==> config.mk <==
export PLATFORM = sky130hd
export DESIGN_NAME = tm1638_device_responder
export DESIGN_NICKNAME = d
export VERILOG_FILES = /design/src/rtl/tm1638_device_responder.sv
export SDC_FILE = /design/constraint.sdc
export NUM_CORES = 1
export LEC_CHECK = 0
export ABC_AREA = 1
export CORE_ASPECT_RATIO = 1.1
export CORE_MARGIN = 2
export CORE_UTILIZATION = 45
export CTS_CLUSTER_DIAMETER = 30
export DETAILED_ROUTE_END_ITERATION = 8
export PLACE_DENSITY = 0.84
export SKIP_CTS_REPAIR_TIMING = 1
export SLEW_MARGIN = 20
export SYNTH_ARGS = -nofsm -noshare
export SYNTH_HDL_FRONTEND = slang
export SYNTH_SLANG_ARGS = --single-unit
==> constraint.sdc <==
create_clock -name clk -period 5.6 [get_ports clk]
set_clock_uncertainty 0.15 [all_clocks]
set_input_delay 1.12 -clock clk [delete_from_list [all_inputs] [get_ports clk]]
set_output_delay 1.12 -clock clk [all_outputs]
set_load 0.005 [all_outputs]
==> src/rtl/tm1638_device_responder.sv <==
// -----------------------------------------------------------------------------
// tm1638_device_responder
// Device (chip) side of the TM1638 STB/CLK/DIO serial link. Decodes host
// commands, holds the 16-byte display RAM and display-control state, and
// returns four key-scan bytes on read commands.
//
// Ports:
//   clk, rst          system clock (>= 8x sio_clk), async active-high reset
//   sio_clk           host serial clock (idles high)
//   sio_stb           host strobe, active-low
//   sio_data_in       DIO as driven by the host
//   sio_data_out(_en) DIO value/enable driven during key reads
//   key_bytes         key-scan bytes, byte n = key_bytes[8n+7:8n]
//   disp_ram          display RAM, address a = disp_ram[8a+7:8a]
//   disp_on           display-control on bit
//   brightness        display-control brightness field
//   ram_wr            1-cycle pulse per committed RAM byte
//   ram_wr_addr       address of the byte committed with ram_wr
//   frame_done        1-cycle pulse on STB rise after >= 1 complete byte
//
// Optional feature macro: TM1638_DEVICE_KEY_SNAPSHOT_EN
//   defined   -> key_bytes captured when the read command decodes
//   undefined -> each returned bit is taken live from key_bytes
// -----------------------------------------------------------------------------
module tm1638_device_responder #(
  parameter int SYNC_STAGES = 2
) (
  input  logic         clk,
  input  logic         rst,
  input  logic         sio_clk,
  input  logic         sio_stb,
  input  logic         sio_data_in,
  output logic         sio_data_out,
  output logic         sio_data_out_en,
  input  logic [31:0]  key_bytes,
  output logic [127:0] disp_ram,
  output logic         disp_on,
  output logic [2:0]   brightness,
  output logic         ram_wr,
  output logic [3:0]   ram_wr_addr,
  output logic         frame_done
);

  localparam int SS = (SYNC_STAGES < 2) ? 2 : SYNC_STAGES;

  typedef enum logic [2:0] {
    ST_IDLE  = 3'd0,
    ST_CMD   = 3'd1,
    ST_WDATA = 3'd2,
    ST_READ  = 3'd3,
    ST_SKIP  = 3'd4
  } state_t;

  logic [SS-1:0] clk_sync_q, stb_sync_q, dat_sync_q;
  logic          clk_prev_q, stb_prev_q;

  state_t        state_q;
  logic [2:0]    bitcnt_q;
  logic [2:0]    bytecnt_q;   // saturates at 4; indices >= 4 return 0
  logic [6:0]    shift_q;     // first seven bits of the byte in flight
  logic [3:0]    addr_q;
  logic          fixed_q;
  logic          got_byte_q;
  logic [127:0]  disp_ram_q;
  logic          disp_on_q;
  logic [2:0]    bright_q;
  logic          ram_wr_q;
  logic [3:0]    ram_wr_addr_q;
  logic          frame_done_q;
  logic          dout_q;
  logic          dout_en_q;

  logic          s_clk, s_stb, s_dat;
  logic          clk_rise, clk_fall, stb_rise, stb_low;
  logic          bit_take, byte_done, cmd_state;
  logic [7:0]    byte_d;
  logic [31:0]   key_src;
  logic [7:0]    key_byte;

  // Synchronizers and previous-value flops for edge detection; the serial
  // lines reset to their idle levels so no edge is seen leaving reset.
  always_ff @(posedge clk or posedge rst) begin
    if (rst) begin
      clk_sync_q <= '1;
      stb_sync_q <= '1;
      dat_sync_q <= '0;
      clk_prev_q <= 1'b1;
      stb_prev_q <= 1'b1;
    end else begin
      clk_sync_q <= {clk_sync_q[SS-2:0], sio_clk};
      stb_sync_q <= {stb_sync_q[SS-2:0], sio_stb};
      dat_sync_q <= {dat_sync_q[SS-2:0], sio_data_in};
      clk_prev_q <= clk_sync_q[SS-1];
      stb_prev_q <= stb_sync_q[SS-1];
    end
  end

  assign s_clk    = clk_sync_q[SS-1];
  assign s_stb    = stb_sync_q[SS-1];
  assign s_dat    = dat_sync_q[SS-1];
  assign clk_rise = s_clk & ~clk_prev_q;
  assign clk_fall = ~s_clk & clk_prev_q;
  assign stb_rise = s_stb & ~stb_prev_q;
  // A clock edge arriving together with the STB rise still belongs to the frame.
  assign stb_low  = ~(s_stb & stb_prev_q);
  assign bit_take  = clk_rise & stb_low;
  assign byte_done = bit_take & (bitcnt_q == 3'd7);
  assign byte_d    = {s_dat, shift_q};
  assign cmd_state = (state_q == ST_IDLE) || (state_q == ST_CMD);

`ifdef TM1638_DEVICE_KEY_SNAPSHOT_EN
  logic [31:0] key_snap_q;
  logic        read_cmd;
  assign read_cmd = byte_done & cmd_state & (byte_d[7:6] == 2'b01) & byte_d[1];

  // Key snapshot taken when the read command decodes.
  always_ff @(posedge clk or posedge rst) begin
    if (rst) begin
      key_snap_q <= 32'd0;
    end else if (read_cmd) begin
      key_snap_q <= key_bytes;
    end else begin
      key_snap_q <= key_snap_q;
    end
  end
  assign key_src = key_snap_q;
`else
  assign key_src = key_bytes;
`endif

  // Select the key byte currently being returned.
  always_comb begin
    key_byte = 8'h00;
    case (bytecnt_q)
      3'd0:    key_byte = key_src[7:0];
      3'd1:    key_byte = key_src[15:8];
      3'd2:    key_byte = key_src[23:16];
      3'd3:    key_byte = key_src[31:24];
      default: key_byte = 8'h00;
    endcase
  end

  // Protocol FSM, RAM, display-control state and registered outputs.
  always_ff @(posedge clk or posedge rst) begin
    if (rst) begin
      state_q       <= ST_IDLE;
      bitcnt_q      <= 3'd0;
      bytecnt_q     <= 3'd0;
      shift_q       <= 7'd0;
      addr_q        <= 4'd0;
      fixed_q       <= 1'b0;
      got_byte_q    <= 1'b0;
      disp_ram_q    <= 128'd0;
      disp_on_q     <= 1'b0;
      bright_q      <= 3'd0;
      ram_wr_q      <= 1'b0;
      ram_wr_addr_q <= 4'd0;
      frame_done_q  <= 1'b0;
      dout_q        <= 1'b0;
      dout_en_q     <= 1'b0;
    end else begin
      ram_wr_q     <= 1'b0;
      frame_done_q <= 1'b0;

      if ((state_q == ST_IDLE) && !s_stb) begin
        state_q <= ST_CMD;
      end

      if (bit_take) begin
        shift_q  <= {s_dat, shift_q[6:1]};
        bitcnt_q <= bitcnt_q + 3'd1;
      end

      if (byte_done) begin
        got_byte_q <= 1'b1;
        if (bytecnt_q != 3'd4) begin
          bytecnt_q <= bytecnt_q + 3'd1;
        end
        if (cmd_state) begin
          case (byte_d[7:6])
            2'b01: begin
              fixed_q <= byte_d[2];
              if (byte_d[1]) begin
                state_q   <= ST_READ;
                dout_en_q <= 1'b1;
                bytecnt_q <= 3'd0;
              end else begin
                state_q <= ST_SKIP;
              end
            end
            2'b11: begin
              addr_q  <= byte_d[3:0];
              state_q <= ST_WDATA;
            end
            2'b10: begin
              disp_on_q <= byte_d[3];
              bright_q  <= byte_d[2:0];
              state_q   <= ST_SKIP;
            end
            default: state_q <= ST_SKIP;
          endcase
        end else if (state_q == ST_WDATA) begin
          disp_ram_q[{addr_q, 3'b000} +: 8] <= byte_d;
          ram_wr_q      <= 1'b1;
          ram_wr_addr_q <= addr_q;
          if (!fixed_q) begin
            addr_q <= addr_q + 4'd1;
          end
        end
      end

      if ((state_q == ST_READ) && clk_fall && !s_stb) begin
        dout_q <= key_byte[bitcnt_q];
      end

      // STB rise is handled after any byte completing in the same cycle.
      if (stb_rise) begin
        state_q      <= ST_IDLE;
        bitcnt_q     <= 3'd0;
        bytecnt_q    <= 3'd0;
        got_byte_q   <= 1'b0;
        dout_q       <= 1'b0;
        dout_en_q    <= 1'b0;
        frame_done_q <= got_byte_q | byte_done;
      end
    end
  end

  assign disp_ram        = disp_ram_q;
  assign disp_on         = disp_on_q;
  assign brightness      = bright_q;
  assign ram_wr          = ram_wr_q;
  assign ram_wr_addr     = ram_wr_addr_q;
  assign frame_done      = frame_done_q;
  assign sio_data_out    = dout_q;
  assign sio_data_out_en = dout_en_q;

endmodule

# Yosys cells after proc, flatten, opt, wreduce, memory -nomap -nowiden
# Index checks and enable logic that the tools add are counted.
totals:
  regBits: 170
  in_bits: 37
  out_inout_bits: 140
  elab_cells: 106
classes:
  addsub: 4
  order_cmp: 1
  eq_ne: 13
  n_shift: 2
  n_mux: 35
  bitwise: 12
  n_reduce_logical: 19
op_table:
  columns: ["operator", "n"]
  rows:
  - ["128-bit bitwise mux", 1]
  - ["8-bit by 9-bit variable shift with 128-bit output (first input constant)", 1]
  - ["8-bit by 9-bit indexed part select with 128-bit output", 1]
  - ["3-bit two-way mux", 13]
  - ["8-bit one-hot mux with 4 select lines", 1]
  - ["4-bit two-way mux", 4]
  - ["1-bit two-way mux", 14]
  - ["2-bit nonzero test", 7]
  - ["3-bit by 2-bit equality test with 1-bit output (second input constant)", 4]
  - ["7-bit negator with 9-bit output", 1]
  - ["3-bit AND reduction", 3]
  - ["4-bit AND reduction", 2]
  - ["3-bit by 1-bit adder with 3-bit output (second input constant)", 2]
  - ["1-bit bitwise AND", 6]
  - ["3-bit by 1-bit equality test with 1-bit output (second input constant)", 2]
  - ["3-bit logical NOT", 2]
  - ["3-bit one-hot mux with 2 select lines", 1]
  - ["1-bit NOT", 5]
  - ["4-bit by 1-bit adder with 4-bit output (second input constant)", 1]
  - ["2-bit equality test (second input constant)", 2]
  - ["3-bit by 4-bit < comparator with 1-bit output (second input constant)", 1]
  - ["2-bit by 1-bit != test with 1-bit output (second input constant)", 2]
  - ["1-bit binary-select mux with 3-bit select", 1]
  - ["3-bit equality test (second input constant)", 1]
  - ["6 further kinds", 8]

# Logic depth before layout (Yosys ltp)
# Gate-level depths: netlist (run 1).
logic_depth:
  ltp_word: 7
  mapped_depth: 12
  depth_no_buf: 12

# Worst setup path before layout (run 1)
# OpenSTA, ideal clock, no wires.
synth_path:
  path_kind: "register to register"
  start: "reg addr_q[0]"
  end: "reg disp_ram_q[68] (netlist: disp_ram[68])"
  setup_ns: 0.120
  t_arrival_ns: 2.193
  t_required_ns: 5.330
  slack_ns: 3.138
  path_stages_with_launch: 11
  n_path_buf: 2
  synth_period_minus_slack_ns: 2.462
  cell_sequence: "dfrtp_1 inv_1 clkbuf_1 ha_1 clkinv_1 nand3_2 nor2_1 nand4_4 buf_6 o21ai_0 inv_1"
synth_between:
  elab_chain_len: 3
  word_cells_on_any_way: 4
  classes_between: "add/sub (1); shift (2); mux (1)"
synth_lines:
  columns: ["element", "line", "text"]
  rows:
  - ["start: declaration", "61", "logic [3:0] addr_q;"]
  - ["start signal: assignment", "192", "addr_q <= byte_d[3:0];"]
  - ["start signal: assignment", "207", "addr_q <= addr_q + 4'd1;"]
  - ["7-bit negator with 9-bit output *", "203", "disp_ram_q[{addr_q, 3'b000} +: 8] <= byte_d;"]
  - ["8-bit by 9-bit indexed part select with 128-bit output or 8-bit by 9-bit variable shift with 128-bit output (tied branches)", "203", null]
  - ["128-bit bitwise mux *", "203", null]
  - ["end signal: indexed assignment", "203", null]
  - ["end: declaration", "64", "logic [127:0] disp_ram_q;"]
# Mark *: on every way between the ends. The rest lies on a longest branch, timed or not.
# A chain may end at the register's enable or synchronous reset.

# Final worst setup path (run 1)
layout_path:
  start: "reg addr_q[0]"
  end: "reg disp_ram_q[101] (netlist: disp_ram[101])"
# Same word-level chain as after synthesis.

==> metrics, run 1 <==
Worst Tran Pin Value slightly below 900 ps; Seq/Total Area, Yosys 55.7%; WL/cell 16.2 um; Hold Vio Cnt, Final 0; Critical Path RT 5720 ps; RSZ-0062 raised after global routing false; Yosys top cell area share between 50% and 60%; clk_lat worst skew 430 ps; Power, Total between 2000 and 3000 uW; Starting DRT DRC Count 550; Initial Util 46.4%; max-cap viol count 0; HP Class reg -> reg; largest cells by area after synthesis dfrtp_1 (54%), nand2_1 (9.6%), o21ai_0 (9.4%); outcome completed; cts bufs inserted 17; CTS sink cnt 170; Final Cycle Share 57.1%; Final TNS setup 0 ps; #FFs+latches synth 170; most instantiated library cell after synthesis nand2_1; Post-synth ARST share between 90% and 100%; top_reg_cell synth dfrtp_1; largest net degree at the start of global routing 171; DR pass1 iterations 5; Crit Reg-Reg Startpoint addr_q[0]$_DFFE_PP0P_; Final Util between 60% and 70%; first-pass GRT wire length 32600 um; # fillers 1309; routed via count about 6600; IO buf count between 150 and 200; CTS tree built; Area growth syn-to-layout 31.6%; total track usage 22.9%; Reg2Reg Depth 8; synth unique cells 35; FF-to-FF End disp_ram[101]$_DFFE_PP0P_; vias in the first global route 6335; Tmin final 3200 ps; number of flops mapped to enable cells by yosys 0; H-tree depth 4; Rel. slew slack 41.2%; data arrival time of the critical path 3320 ps; top cells by count, synth nand2_1 (196), dfrtp_1 (164), o21ai_0 (143); startpoint types register; WS Path Type reg -> reg; Layout Cells excl Fill 1243; r2r setup slk 2400 ps; Hold Slack between 200 and 250 ps; syn nets 916; IO Pins approximately 180; final HPWL from detailed placement 14000 um; Cell Rows 49; initial antenna violation count 0; DIE HEIGHT 141 um; Final setup viols 0; f_max ~0.31 GHz; Reg clk slew, reported paths 70 ps; Leakage 0.00465 uW; Yosys top cell by area dfrtp_1; grt ovf 0; placed insts 1212; clk buf depth 2; crit path launch addr_q[0]$_DFFE_PP0P_; Placer Congestion 0.903; share of layout cells above drive strength 1 6.83%; Worst setup endpoint disp_ram[101]$_DFFE_PP0P_; Syn Inst Count around 870; YS warnings 0; Antenna diodes 0; Slew Limit Fails 0; Worst setup EP type register; via/cell ratio 5.29; Peak supply drop 0.196 mV; die area roughly 18000 um2; # DRC 0; total core area 16500 um2; root buffer cell clkbuf_16; Antenna Nets Post-Route 0; Avg Inst Size Synth roughly 8.8 um2; Power Dens Cells 265 nW/um2; crit path max fanout 24; die width around 130 um; Cell Area, Synth 7640 um2; final wirelength 20100 um; Nets 1075
kinds of logic after synthesis:
group           count (synthesis)  share of synthesized area [%]
simple gates                  306                           18.4
buf+inv                       154                           8.90
compound gates                225                           14.9
fa+ha+maj                      11                           1.80
flops                         170                           55.7
xor+xnor                        2                          0.327
area by class of cell:
class | count | area (um2) | area share [%]
multi-input cells | 544 | 2700 | 26.9
repair buffers | 177 | 1780 | 17.7
clock buffers | 22 | 474 | 4.71
clock inverters | 9 | 140 | 1.39
well taps | 204 | 255 | 2.54
flip-flops and latches | 170 | 4260 | 42.3
inverters | 117 | 448 | 4.45
layout by cell type, fill, tap and decap left out, types with 7 or more instances in the layout:
master,count
o21ai_1,62
clkbuf_16,17
nand2_2,7
ha_1,11
nand2_1,196
clkdlybuf4s50_1,176
a21oi_1,16
nor3_1,28
nand3_1,26
inv_1,106
o21ai_0,143
nor2_1,28
dfrtp_1,164
routing by layer:
metal	wire length, um	GRT usage [%]	vias up
met3	1320	5.28	40
met2	10000	38.0	255
met5	0	0	-
met1	8280	29.5	3149
li1	-	-	3128
met4	460	8.27	0
through the flow:
step,instance area [um2],setup slack [ps]
5_1_grt,10100,2120
2_1_floorplan,7650,2170
4_1_cts,10100,2450
3_3_place_gp,9450,2640
3_5_place_dp,9450,2500
6_report,10100,2400
registers in the layout, summed over array words and instances, names as in the netlist, 2 cells and up:
signal,flops
brightness,3
ram_wr_addr,4
addr_q,4
clk_sync_q,2
dat_sync_q,2
disp_ram,128
state_q,3
stb_sync_q,2
bitcnt_q,3
bytecnt_q,3
shift_q,7
power breakdown:
group | total (uW) | internal (uW) | switching, uW
Clock | 1220 | 738 | 482
Sequential | 1290 | 1250 | 35.6
Combinational | 162 | 55.9 | 106
Total | 2670 | 2050 | 624
worst min-delay path by stage:
| stage | cells past startpoint | slack, ps | endpoint | startpoint |
|---|---|---|---|---|
| floorplan | 0 | 180 | dat_sync_q[1]$_DFF_PP0_ | dat_sync_q[0]$_DFF_PP0_ |
| global placement | 0 | 180 | dat_sync_q[1]$_DFF_PP0_ | dat_sync_q[0]$_DFF_PP0_ |
| detailed placement | 0 | 190 | dat_sync_q[1]$_DFF_PP0_ | dat_sync_q[0]$_DFF_PP0_ |
| CTS | 0 | 200 | dat_sync_q[1]$_DFF_PP0_ | dat_sync_q[0]$_DFF_PP0_ |
| global route | 0 | 210 | stb_sync_q[1]$_DFF_PP1_ | stb_sync_q[0]$_DFF_PP1_ |
| finish | 0 | 200 | dat_sync_q[1]$_DFF_PP0_ | dat_sync_q[0]$_DFF_PP0_ |
critical path, cell delays in order (launching register included):
cell and delay, ps:
dfrtp_1 420, inv_1 360, ha_1 400, xnor2_2 560, inv_2 350, nor2_4 300
inv_2 170, o21ai_0 190, o21ai_0 120
Note: power is estimated with default switching activity, not from simulation.
==> run 2, diff against run 1 <==
PLACE_DENSITY = 0.81   (was 0.84)
clock period = 3.3 ns   (was 5.6 ns; I/O delays follow)
==> run 2 against run 1 <==
Sequential share of layout area fell by 0.11 points. Routed wire length is 3.4% lower. Register-to-register slack got worse by 1900 ps. Combinational power grew 77%. Critical path depth is the same. Count of clock-buffer cells in the layout decreased by 2. Worst hold slack better by 3.8 ps. Global-route usage fell by 0.78 points. Power is 67% higher. Non-clock buffer count is 3 higher. Cell count up 0.32%. Highest routed layer unchanged. Fmax grew 14%.
==> metrics, run 2 (synthesis gave the netlist of run 1 again) <==
WL/cell 15.6 um (-3.7%); crit path max fanout 16 (-33%); Power Dens Cells 443 nW/um2 (+67%); Hold Vio Cnt, Final 0 (unchanged); initial antenna violation count 0 (unchanged); total track usage 22.1% (-0.78 points); HP Class reg -> reg; total core area 16500 um2 (unchanged); Slew Limit Fails 0 (unchanged); Starting DRT DRC Count 450 (-18%); commonest cells after routing, fill and taps aside nand2_1 (196), clkdlybuf4s50_1 (176), dfrtp_1 (164); Power, Total 4470 uW (+67%); H-tree depth 4 (unchanged); Nets 1078 (+0.28%); Antenna diodes 0 (unchanged); Reg clk slew, reported paths 70 ps (about the same); # DRC 0 (unchanged); Initial Util 46.4% (unchanged); routed via count 6518 (-0.82%); final HPWL from detailed placement 13600 um (-2.4%); Slowest-stage cell, CP xnor2_2; cts bufs inserted 17 (unchanged); clk buf depth 2 (unchanged); Area growth syn-to-layout 32.0%; Cell Rows 49 (unchanged); RSZ-0062 raised after global routing false; vias in the first global route 6202 (-2.1%); CP top delay family buffers and inverters; WS Path Type reg -> reg; DIE HEIGHT 141 um (unchanged); Hold Slack 204 ps (+3.82 ps); grt ovf 0 (unchanged); final wirelength 19400 um (-3.4%); max reg flops 128 (unchanged); Critical Path RT 3430 ps (-2290 ps); Worst Tran Pin Value 763 ps (-119 ps); WHS Path Cells 0 (unchanged); Critical Path Stages 8 (unchanged); placed cell areas 9500 um2 (+0.50%); IO Pins 177 (unchanged); CTS tree built; startpoint types register; data arrival time of the critical path 2930 ps (-390 ps); r2r setup slk 500 ps (-1910 ps); max-cap viol count 0 (unchanged); # fillers 1332 (+1.8%); Tmin final 2800 ps (-394 ps); Antenna Nets Post-Route 0 (unchanged); CP Cell Sequence inv_1 -> ha_1 -> xnor2_2 -> inv_2 -> nor2_4 -> inv_2 -> o21ai_0 -> o21ai_0; Final Util 61.2% (+0.16 points); Placer Congestion 0.841 (-6.8%); CTS sink cnt 170 (unchanged); f_max 0.357 GHz (+14%); DR pass1 iterations 5 (unchanged); largest net degree at the start of global routing 76 (-56%); Peak supply drop 0.334 mV (+70%); CP peak stage delay 560 ps (about the same); share of layout cells above drive strength 1 7.29% (+0.45 points); Final setup viols 0 (unchanged); Reg2Reg Depth 8 (unchanged); first-pass GRT wire length 31700 um (-2.8%); fin area 10100 um2 (+0.26%); clk_lat worst skew 420 ps (about the same); Leakage 0.00466 uW (+0.31%); Rel. slew slack 49.0% (+7.7 points); Final Cycle Share 84.9% (+28 points); root buffer cell clkbuf_16; via/cell ratio 5.23 (-1.1%); IO buf count 176 (unchanged); die area 18000 um2 (unchanged); most common cell after layout, fill and taps aside nand2_1; outcome completed; die width 128 um (unchanged); Worst setup EP type register; Buf/Inv on CP 3 (unchanged); Final TNS setup 0 ps (unchanged)
-- run 2: cell type report --
cell class / instances / area [um2] / share of cell area (%)
sequential: 170 / 4260 / 42.2
tap: 204 / 255 / 2.53
timing repair buffer: 180 / 1830 / 18.1
inverter: 117 / 448 / 4.44
clock buffer: 20 / 457 / 4.53
multi-input combinational: 544 / 2700 / 26.8
clock inverter: 12 / 136 / 1.35
-- run 2: per-stage QoR --
| step | instances | setup slack, ps |
|---|---|---|
| after floorplan | 868 | 326 |
| after global placement | 1215 | 655 |
| after detailed placement | 1215 | 527 |
| after CTS | 1247 | 516 |
| after global routing | 1247 | 212 |
| final | 1247 | 497 |
-- run 2: worst paths after layout --
check | to | from
hold reg to reg | dat_sync_q[1]$_DFF_PP0_ | dat_sync_q[0]$_DFF_PP0_
min in group asynchronous | disp_ram[19]$_DFFE_PP0P_ | rst
max in group asynchronous | clk_sync_q[1]$_DFF_PP1_ | rst
hold / removal | dat_sync_q[1]$_DFF_PP0_ | dat_sync_q[0]$_DFF_PP0_
setup / recovery | disp_ram[99]$_DFFE_PP0P_ | addr_q[1]$_DFFE_PP0P_
setup reg to reg | disp_ram[99]$_DFFE_PP0P_ | addr_q[1]$_DFFE_PP0P_
-- run 2: routing by layer --
metal / vias up / wire [um] / global-route usage, %
li1: 3140 / - / -
met1: 3113 / 8360 / 29.6
met2: 232 / 9390 / 35.8
met3: 33 / 1310 / 4.90
met4: 0 / 372 / 7.58
met5: - / 0 / 0
-- run 2: where the power goes --
group	total [uW]	switching [uW]	internal (uW)
Sequential	2190	63.4	2120
Clock	1990	831	1160
Combinational	286	186	99.7
